`config.mk`:
```
export PLATFORM = sky130hd
export DESIGN_NAME = id_ex_skid_register
export DESIGN_NICKNAME = d
export VERILOG_FILES = /design/src/rtl/id_ex_skid_register_pkg.sv /design/src/rtl/id_ex_skid_register_pipe_skid_buffer.sv /design/src/rtl/id_ex_skid_register.sv
export SDC_FILE = /design/constraint.sdc
export NUM_CORES = 1
export LEC_CHECK = 0
export CORE_MARGIN = 5
export CORE_UTILIZATION = 35
export DETAILED_ROUTE_END_ITERATION = 8
export PLACE_DENSITY = 0.65
export SLEW_MARGIN = 20
export SYNTH_ARGS = -nofsm -noshare
export SYNTH_HDL_FRONTEND = slang
export SYNTH_SLANG_ARGS = --single-unit
export TNS_END_PERCENT = 30
```
`constraint.sdc`:
```
create_clock -name clk -period 5.6 [get_ports clk]
set_input_delay 1.12 -clock clk [delete_from_list [all_inputs] [get_ports clk]]
set_output_delay 1.12 -clock clk [all_outputs]
set_load 0.05 [all_outputs]
```
`src/rtl/id_ex_skid_register_pkg.sv`:
```
// id_ex_skid_register_pkg: shared pipeline widths, ID/EX bundle length and skid state encodings
package id_ex_skid_register_pkg;
  localparam int ADDRESS_LEN = 32;
  localparam int REGISTER_LEN = 32;
  localparam int EXECUTE_COMMAND_LEN = 4;
  localparam int SHIFT_OPERAND_LEN = 12;
  localparam int REGFILE_ADDRESS_LEN = 4;
  localparam int SIGNED_IMMEDIATE_LEN = 24;
  localparam int CONTROL_BITS = 5;
  function automatic int id_ex_bundle_len(input int a, input int r, input int e, input int s, input int f);
    return a + CONTROL_BITS + e + 2 * r + 1 + SIGNED_IMMEDIATE_LEN + s + f;
  endfunction
  localparam int ID_EX_BUNDLE_LEN = id_ex_bundle_len(ADDRESS_LEN, REGISTER_LEN, EXECUTE_COMMAND_LEN,
                                                     SHIFT_OPERAND_LEN, REGFILE_ADDRESS_LEN);
  typedef enum logic [1:0] {
    EMPTY = 2'd0,
    ONE   = 2'd1,
    TWO   = 2'd2
  } skid_state_t;
endpackage

```
`src/rtl/id_ex_skid_register_pipe_skid_buffer.sv`:
```
// pipe_skid_buffer: two-entry valid/ready skid register with flush; ready depends on state only
module pipe_skid_buffer
  import id_ex_skid_register_pkg::*;
#(
  parameter int WIDTH = ID_EX_BUNDLE_LEN
) (
  input  logic             clk,
  input  logic             rst,
  input  logic             flush,
  input  logic             in_valid,
  output logic             in_ready,
  input  logic [WIDTH-1:0] in_data,
  output logic             out_valid,
  input  logic             out_ready,
  output logic [WIDTH-1:0] out_data
);
  skid_state_t state, state_next;
  logic [WIDTH-1:0] main_q, skid_q;
  logic accept, drain, load_main, load_skid;
  assign in_ready = state != TWO;
  assign out_valid = state != EMPTY;
  assign out_data = main_q;
  assign accept = in_valid & in_ready;
  assign drain = out_valid & out_ready;
  // next state and payload load enables; flush overrides every handshake
  always_comb begin
    state_next = state;
    load_main = 1'b0;
    load_skid = 1'b0;
    if (flush) state_next = EMPTY;
    else
      case (state)
        EMPTY: begin
          load_main = accept;
          state_next = accept ? ONE : EMPTY;
        end
        ONE: begin
          load_main = accept & drain;
          load_skid = accept & ~drain;
          state_next = accept ? (drain ? ONE : TWO) : (drain ? EMPTY : ONE);
        end
        TWO: begin
          load_main = drain;
          state_next = drain ? ONE : TWO;
        end
        default: state_next = EMPTY;
      endcase
  end
  // state register
  always_ff @(posedge clk or negedge rst)
    if (!rst) state <= EMPTY;
    else state <= state_next;
  // payload registers; main refills from skid when draining out of TWO so order is kept
  always_ff @(posedge clk or negedge rst)
    if (!rst) begin
      main_q <= '0;
      skid_q <= '0;
    end else begin
      if (load_main) main_q <= (state == TWO) ? skid_q : in_data;
      if (load_skid) skid_q <= in_data;
    end
endmodule

```
`src/rtl/id_ex_skid_register.sv`:
```
// id_ex_skid_register: decode-to-execute pipeline register with skid buffer, flush and bubble masking
module id_ex_skid_register
  import id_ex_skid_register_pkg::*;
#(
  parameter int ADDRESS_LEN = id_ex_skid_register_pkg::ADDRESS_LEN,
  parameter int REGISTER_LEN = id_ex_skid_register_pkg::REGISTER_LEN,
  parameter int EXECUTE_COMMAND_LEN = id_ex_skid_register_pkg::EXECUTE_COMMAND_LEN,
  parameter int SHIFT_OPERAND_LEN = id_ex_skid_register_pkg::SHIFT_OPERAND_LEN,
  parameter int REGFILE_ADDRESS_LEN = id_ex_skid_register_pkg::REGFILE_ADDRESS_LEN
) (
  input  logic                           clk,
  input  logic                           rst,
  input  logic                           flush,
  input  logic                           in_valid,
  output logic                           in_ready,
  input  logic [ADDRESS_LEN-1:0]         pc_in,
  input  logic                           mem_read_in,
  input  logic                           mem_write_in,
  input  logic                           wb_enable_in,
  input  logic                           branch_taken_in,
  input  logic                           status_write_enable_in,
  input  logic [EXECUTE_COMMAND_LEN-1:0] execute_command_in,
  input  logic [REGISTER_LEN-1:0]        val_rn_in,
  input  logic [REGISTER_LEN-1:0]        val_rm_in,
  input  logic                           immediate_in,
  input  logic [23:0]                    signed_immediate_in,
  input  logic [SHIFT_OPERAND_LEN-1:0]   shift_operand_in,
  input  logic [REGFILE_ADDRESS_LEN-1:0] dest_reg_in,
  output logic                           out_valid,
  input  logic                           out_ready,
  output logic [ADDRESS_LEN-1:0]         pc_out,
  output logic                           mem_read_out,
  output logic                           mem_write_out,
  output logic                           wb_enable_out,
  output logic                           branch_taken_out,
  output logic                           status_write_enable_out,
  output logic [EXECUTE_COMMAND_LEN-1:0] execute_command_out,
  output logic [REGISTER_LEN-1:0]        val_rn_out,
  output logic [REGISTER_LEN-1:0]        val_rm_out,
  output logic                           immediate_out,
  output logic [23:0]                    signed_immediate_out,
  output logic [SHIFT_OPERAND_LEN-1:0]   shift_operand_out,
  output logic [REGFILE_ADDRESS_LEN-1:0] dest_reg_out
);
  localparam int BUNDLE_LEN = id_ex_bundle_len(ADDRESS_LEN, REGISTER_LEN, EXECUTE_COMMAND_LEN,
                                               SHIFT_OPERAND_LEN, REGFILE_ADDRESS_LEN);
  logic [BUNDLE_LEN-1:0] in_bundle, out_bundle;
  logic [CONTROL_BITS-1:0] ctrl_q;
  logic [EXECUTE_COMMAND_LEN-1:0] cmd_q;
  assign in_bundle = {pc_in, mem_read_in, mem_write_in, wb_enable_in, branch_taken_in,
                      status_write_enable_in, execute_command_in, val_rn_in, val_rm_in,
                      immediate_in, signed_immediate_in, shift_operand_in, dest_reg_in};
  pipe_skid_buffer #(.WIDTH(BUNDLE_LEN)) u_skid (
    .clk(clk),
    .rst(rst),
    .flush(flush),
    .in_valid(in_valid),
    .in_ready(in_ready),
    .in_data(in_bundle),
    .out_valid(out_valid),
    .out_ready(out_ready),
    .out_data(out_bundle)
  );
  assign {pc_out, ctrl_q, cmd_q, val_rn_out, val_rm_out, immediate_out, signed_immediate_out,
          shift_operand_out, dest_reg_out} = out_bundle;
  // bubbles carry no side effects into execute: control and ALU command forced low
  assign {mem_read_out, mem_write_out, wb_enable_out, branch_taken_out, status_write_enable_out} =
      out_valid ? ctrl_q : '0;
  assign execute_command_out = out_valid ? cmd_q : '0;
endmodule

```
# [Word-level counts from Yosys, hierarchy flattened]
# Cells that the tools add are included.
[classes] eq_ne=3 mux=13 bitwise_logic=5 reduce_logical=2
[ops] cell="two-way mux 146 bit" n=1
[ops] cell="two-way mux 2 bit" n=3
[ops] cell="case mux 2 bit (3 select lines)" n=1
[ops] cell="two-way mux 1 bit" n=5
[ops] cell="two-way mux 5 bit" n=1
[ops] cell="bitwise AND 1 bit" n=4
[ops] cell="two-way mux 4 bit" n=1
[ops] cell="case mux 1 bit (3 select lines)" n=1
[ops] cell="equality test 2 x 1 -> 1 bit (second input constant)" n=1
[ops] cell="equality test 2 bit (second input constant)" n=1
[ops] cell="logical NOT 2 bit" n=1
[ops] cell="inequality test 2 bit (second input constant)" n=1
[ops] cell="nonzero test 2 bit" n=1
[ops] cell="inverter 1 bit" n=1
[word_totals] register_bits=294

# [Depth between registers and ports, before layout]
[depth] word_depth=6 mapped_depth=10

# [Hierarchy]
# From an unflattened synthesis, not the netlist that was laid out.
[hier_totals] cells_unflattened=806 area_unflattened_um2=13220.2
[by_module_without_submodules] module="pipe_skid_buffer" instances=1 cells_per_inst=797 area_each_um2=13163.9 seq_area_each_um2=7357.1
[by_module_without_submodules] module="id_ex_skid_register" instances=1 cells_per_inst=9 area_each_um2=56.3 seq_area_each_um2=0.0

# [Worst setup path after synthesis]
# OpenSTA, ideal clock, no wires.
[synth_path] path_kind="register to register" from="register u_skid.state[1]" to="register u_skid.skid_q[100]" arrival_time_ns=2.649 t_required_ns=5.475 setup_slack_ns=2.826 stages_incl_launch_ff=10 synth_period_minus_slack_ns=2.774 path_cell_list="dfrtp_1 -> nor2b_4 -> inv_2 -> clkbuf_1 -> and2_1 -> ha_1 -> and4bb_1 -> buf_2 -> buf_2 -> mux2_2"
[synth_via] elab_cells_between_ends=9
[synth_lines] item="from (decl)" line="id_ex_skid_register_pipe_skid_buffer.sv:17" text="skid_state_t state, state_next;"
[synth_lines] item="from (signal assigned)" line="id_ex_skid_register_pipe_skid_buffer.sv:52" text="else state <= state_next;"
[synth_lines] item="inequality test 2 bit" line="id_ex_skid_register_pipe_skid_buffer.sv:20" text="assign in_ready = state != TWO;"
[synth_lines] item="via in_ready" line="id_ex_skid_register.sv:15" text="output logic in_ready,"
[synth_lines] item="bitwise AND 1 bit" line="id_ex_skid_register_pipe_skid_buffer.sv:23" text="assign accept = in_valid & in_ready;"
[synth_lines] item="bitwise AND 1 bit" line="id_ex_skid_register_pipe_skid_buffer.sv:39" text="load_skid = accept & ~drain;"
[synth_lines] item="two-way mux 1 bit" line="id_ex_skid_register_pipe_skid_buffer.sv:32" text="case (state)"
[synth_lines] item="two-way mux 1 bit" line="id_ex_skid_register_pipe_skid_buffer.sv:30" text="if (flush) state_next = EMPTY;"
[synth_lines] item="to (signal assigned)" line="id_ex_skid_register_pipe_skid_buffer.sv:60" text="if (load_skid) skid_q <= in_data;"
[synth_lines] item="to (decl)" line="id_ex_skid_register_pipe_skid_buffer.sv:18" text="logic [WIDTH-1:0] main_q, skid_q;"
# The timed path passes the listed nets, and every way through them passes these cells.
# A chain may end at the register's enable or synchronous reset.

# [Final worst setup path]
[layout_path] from="register u_skid.state[0]" to="output execute_command_out[3]"
[layout_via] elab_chain_cells=2
[layout_lines] item="nonzero test 2 bit" line="id_ex_skid_register_pipe_skid_buffer.sv:21" text="assign out_valid = state != EMPTY;"
[layout_lines] item="two-way mux 4 bit" line="id_ex_skid_register.sv:69" text="assign execute_command_out = out_valid ? cmd_q : '0;"
[layout_lines] item="to (decl)" line="id_ex_skid_register.sv:37" text="output logic [EXECUTE_COMMAND_LEN-1:0] execute_command_out,"
# Every way passes these cells.

==> load_flow_metrics.sql <==
INSERT INTO impl_metrics (metric_group, metric, value, unit) VALUES
('status', 'run_status', 'finished, final reports clean', ''),
('grt', 'grt_overflow_total', '0', ''),
('critical_path', 'critical_path.reg2reg.endpoint', 'u_skid.out_data[69]$_DFFE_PN0P_', ''),
('final_layout', 'num-nets-final', '1260', ''),
('drt', 'm1WireLength', '14400', 'µm'),
('yosys', 'muxShareOfSynthArea', '38.0', '%'),
('yosys', 'synth.distinct_cells', '20', ''),
('grt', 'number_of_antenna_violations_at_the_first_check_in_global_routing', '3', ''),
('final_layout', 'final_cell_area', '18000', 'µm²'),
('critical_path', 'critical_path.startpoint_type', 'flip-flop', ''),
('yosys', 'synth_top_flop_cell', 'sky130_fd_sc_hd__dfrtp_1', ''),
('final_layout', 'syn_to_final_growth', '24.8', '%'),
('final_layout', 'nFillCells', '3638', ''),
('critical_path', 'worstPathArrival', '2690', 'ps'),
('drt', 'routed_via_density', '4.64', ''),
('floorplanning', 'die_y', '213', 'µm'),
('yosys', 'post_synth.cell_area_avg', '15.3', 'µm²'),
('critical_path', 'reg_to_reg_start', 'u_skid.state[0]$_DFF_PN0_', ''),
('drt', 'routedWlPerCell', '18.7', 'µm'),
('grt', 'grt_max_degree', '119', ''),
('critical_path', 'cp_capture_point', 'execute_command_out[3]', ''),
('clock_tree', 'ctsRootBufferMaster', 'sky130_fd_sc_hd__clkbuf_16', ''),
('yosys', 'yosysWarningCount', '0', ''),
('drt', 'final_antenna_net_count', '0', ''),
('yosys', 'synth_seq_area_share', '51.0', '%'),
('sta', 'worst_slew_pin_slew', '1030', 'ps'),
('place', 'place_area', '16800', 'µm²'),
('grt', 'global_route.usage.total', '13.6', '%'),
('yosys', 'synthesized_area_fraction_occupied_by_ao_oa_aoi_and_oai_cells', '0.191', '%'),
('clock_tree', 'sinks_on_the_clock_net', '294', ''),
('pwr', 'cellLeakagePower', '0.00766', 'µW'),
('drt', 'route.top_layer_used', 'met5', ''),
('drt', 'wl_met3', '2600', 'µm'),
('yosys', 'synthAdderAreaFrac', '0.173', '%'),
('yosys', 'synthArstFlopShare', '100', '%'),
('floorplanning', 'rows', '74', ''),
('critical_path', 'endpoint_kind', 'output pin', ''),
('place', 'number_of_buffers_added_on_ports', '298', ''),
('clock_tree', 'hold_buffers', '0', ''),
('clock_tree', 'cts_inserted_buffers', '37', ''),
('clock_tree', 'insertion_delay', '540', 'ps'),
('grt', 'grt_pass1_wl', '49400', 'µm'),
('yosys', 'syn-cell-area', '14400', 'µm²'),
('place', 'globalplace.congestion', '0.712', ''),
('place', 'dp.final_hpwl', '20200', 'µm'),
('yosys', 'yosys.area_share.xor_xnor', '0', '%'),
('floorplanning', 'io_pins', '299', ''),
('sta', 'clock_skew', '22.4', 'ps'),
('sta', 'hold_viol', '0', ''),
('floorplanning', 'floorplan.core_area', '40800', 'µm²'),
('clock_tree', 'cts_tree', 'built', ''),
('critical_path', 'worst_r2r_path_depth', '7', ''),
('clock_tree', 'postCtsSetupRepairBufs', '0', ''),
('yosys', 'main_combinational_cell_family_by_area_after_synthesis', 'multiplexers', ''),
('sta', 'slew-limit-headroom', '31.1', '%'),
('drt', 'detail_route.first_pass.iterations', '4', ''),
('yosys', 'synth_simple_gate_area_share', '0.763', '%'),
('grt', 'grt_pass1_vias', '8606', ''),
('yosys', 'syn-instance-count', '945', ''),
('pwr', 'power.share.sequential', '37.9', '%'),
('critical_path', 'worst-path-max-fanout', '11', ''),
('drt', 'wl_met2', '13500', 'µm'),
('clock_tree', 'clock_tree.htree_level_count', '2', ''),
('sta', 'rsz0062_at_grt', 'false', ''),
('drt', 'vias', '7714', ''),
('critical_path', 'worstSetupPathType', 'reg2out', ''),
('sta', 'period_share', '68.0', '%'),
('final_layout', 'post_route_cells_drive_above_1_share', '44.7', '%'),
('critical_path', 'regToRegSetupSlack', '2270', 'ps'),
('job', 'total_of_max_cap_violations', '0', ''),
('clock_tree', 'clock_tree.buffer_depth', '3', '');
cells by family after synthesis:
kind of cell	after synthesis
fa+ha+maj	2
buf+inv	189
compound gates	3
simple gates	17
flops	294
mux	440
worst max-delay path, stage by stage (launching register included):
cell and delay [ps]:
sky130_fd_sc_hd__dfrtp_1 460, sky130_fd_sc_hd__nor2_1 780, sky130_fd_sc_hd__nor2b_1 140, sky130_fd_sc_hd__clkdlybuf4s50_1 790
Yosys cell counts, types with 2 or more instances:
cell type                  count  area share [%]
sky130_fd_sc_hd__mux2_2      298              23
sky130_fd_sc_hd__inv_1         3           0.078
sky130_fd_sc_hd__dfrtp_1     294              51
sky130_fd_sc_hd__buf_4       136             7.1
sky130_fd_sc_hd__mux2_4      141              15
sky130_fd_sc_hd__nor2_1        4            0.10
sky130_fd_sc_hd__buf_2        28            0.97
sky130_fd_sc_hd__buf_6         8            0.62
sky130_fd_sc_hd__clkbuf_1      3           0.078
sky130_fd_sc_hd__ha_1          2            0.17
sky130_fd_sc_hd__buf_8        10             1.0
sky130_fd_sc_hd__nor2b_1      10            0.43
through the flow:
stage / hold slack [ps] / cells / utilization, % / worst slack (ps) / power [µW]
global placement: 484 / 1600 / 41.2 / 1700 / 6090
CTS: 504 / 1661 / 44.1 / 1630 / 8560
global route: 511 / 1661 / 44.1 / 1580 / 8840
finish: 498 / 1661 / 44.1 / 1790 / 8420
floorplan: 474 / 945 / - / 2830 / 5570
detailed placement: 486 / 1600 / 41.2 / 1690 / 6160
power groups by stage:
stage	registers, µW	clock network (µW)	logic (µW)
5_1_grt	3290	2500	3050
3_3_place_gp	3200	0	2890
2_1_floorplan	3090	0	2480
4_1_cts	3200	2410	2940
3_5_place_dp	3230	0	2930
6_report	3190	2320	2900
cell usage in the layout, fill, tap and decap left out, types with 3 or more instances in the layout:
cell type and count:
sky130_fd_sc_hd__mux2_2 298, sky130_fd_sc_hd__clkdlybuf4s50_1 297, sky130_fd_sc_hd__dfrtp_1 294, sky130_fd_sc_hd__mux2_4 141
sky130_fd_sc_hd__clkbuf_16 39, sky130_fd_sc_hd__nor2b_1 10, sky130_fd_sc_hd__clkbuf_1 10, sky130_fd_sc_hd__clkbuf_8 6
sky130_fd_sc_hd__buf_4 5, sky130_fd_sc_hd__buf_12 5, sky130_fd_sc_hd__nor2_1 4, sky130_fd_sc_hd__inv_1 3
layout make-up:
cell class,count,area [µm²],share of cell area (%)
Sequential cell,294,7360,40.9
Clock buffer,55,1100,6.09
Multi-Input combinational cell,462,5660,31.4
Inverter,4,20.0,0.111
Tap cell,532,666,3.70
Timing Repair Buffer,308,3130,17.4
Clock inverter,6,86.3,0.479
sequential cells by signal, indices dropped and copies added, names as in the netlist:
name,flops
u_skid.skid_q,146
u_skid.out_data,146
u_skid.state,2
per-layer routing:
layer | vias to the layer above | GRT usage (%)
met4 | 6 | 3.86
met2 | 233 | 20.0
met5 | - | 0
met3 | 43 | 4.69
li1 | 3498 | -
met1 | 3934 | 19.0
how the worst min path moves through the flow:
| stage | to | slack [ps] | cells after the start |
|---|---|---|---|
| 6_report | u_skid.skid_q[79]$_DFFE_PN0P_ | 500 | 1 |
| 5_1_grt | u_skid.skid_q[32]$_DFFE_PN0P_ | 510 | 1 |
| 4_1_cts | u_skid.skid_q[125]$_DFFE_PN0P_ | 500 | 1 |
| 3_5_place_dp | u_skid.out_data[113]$_DFFE_PN0P_ | 490 | 1 |
| 3_3_place_gp | u_skid.skid_q[104]$_DFFE_PN0P_ | 480 | 1 |
| 2_1_floorplan | u_skid.out_data[105]$_DFFE_PN0P_ | 470 | 1 |
(Power assumes the default switching activity.)
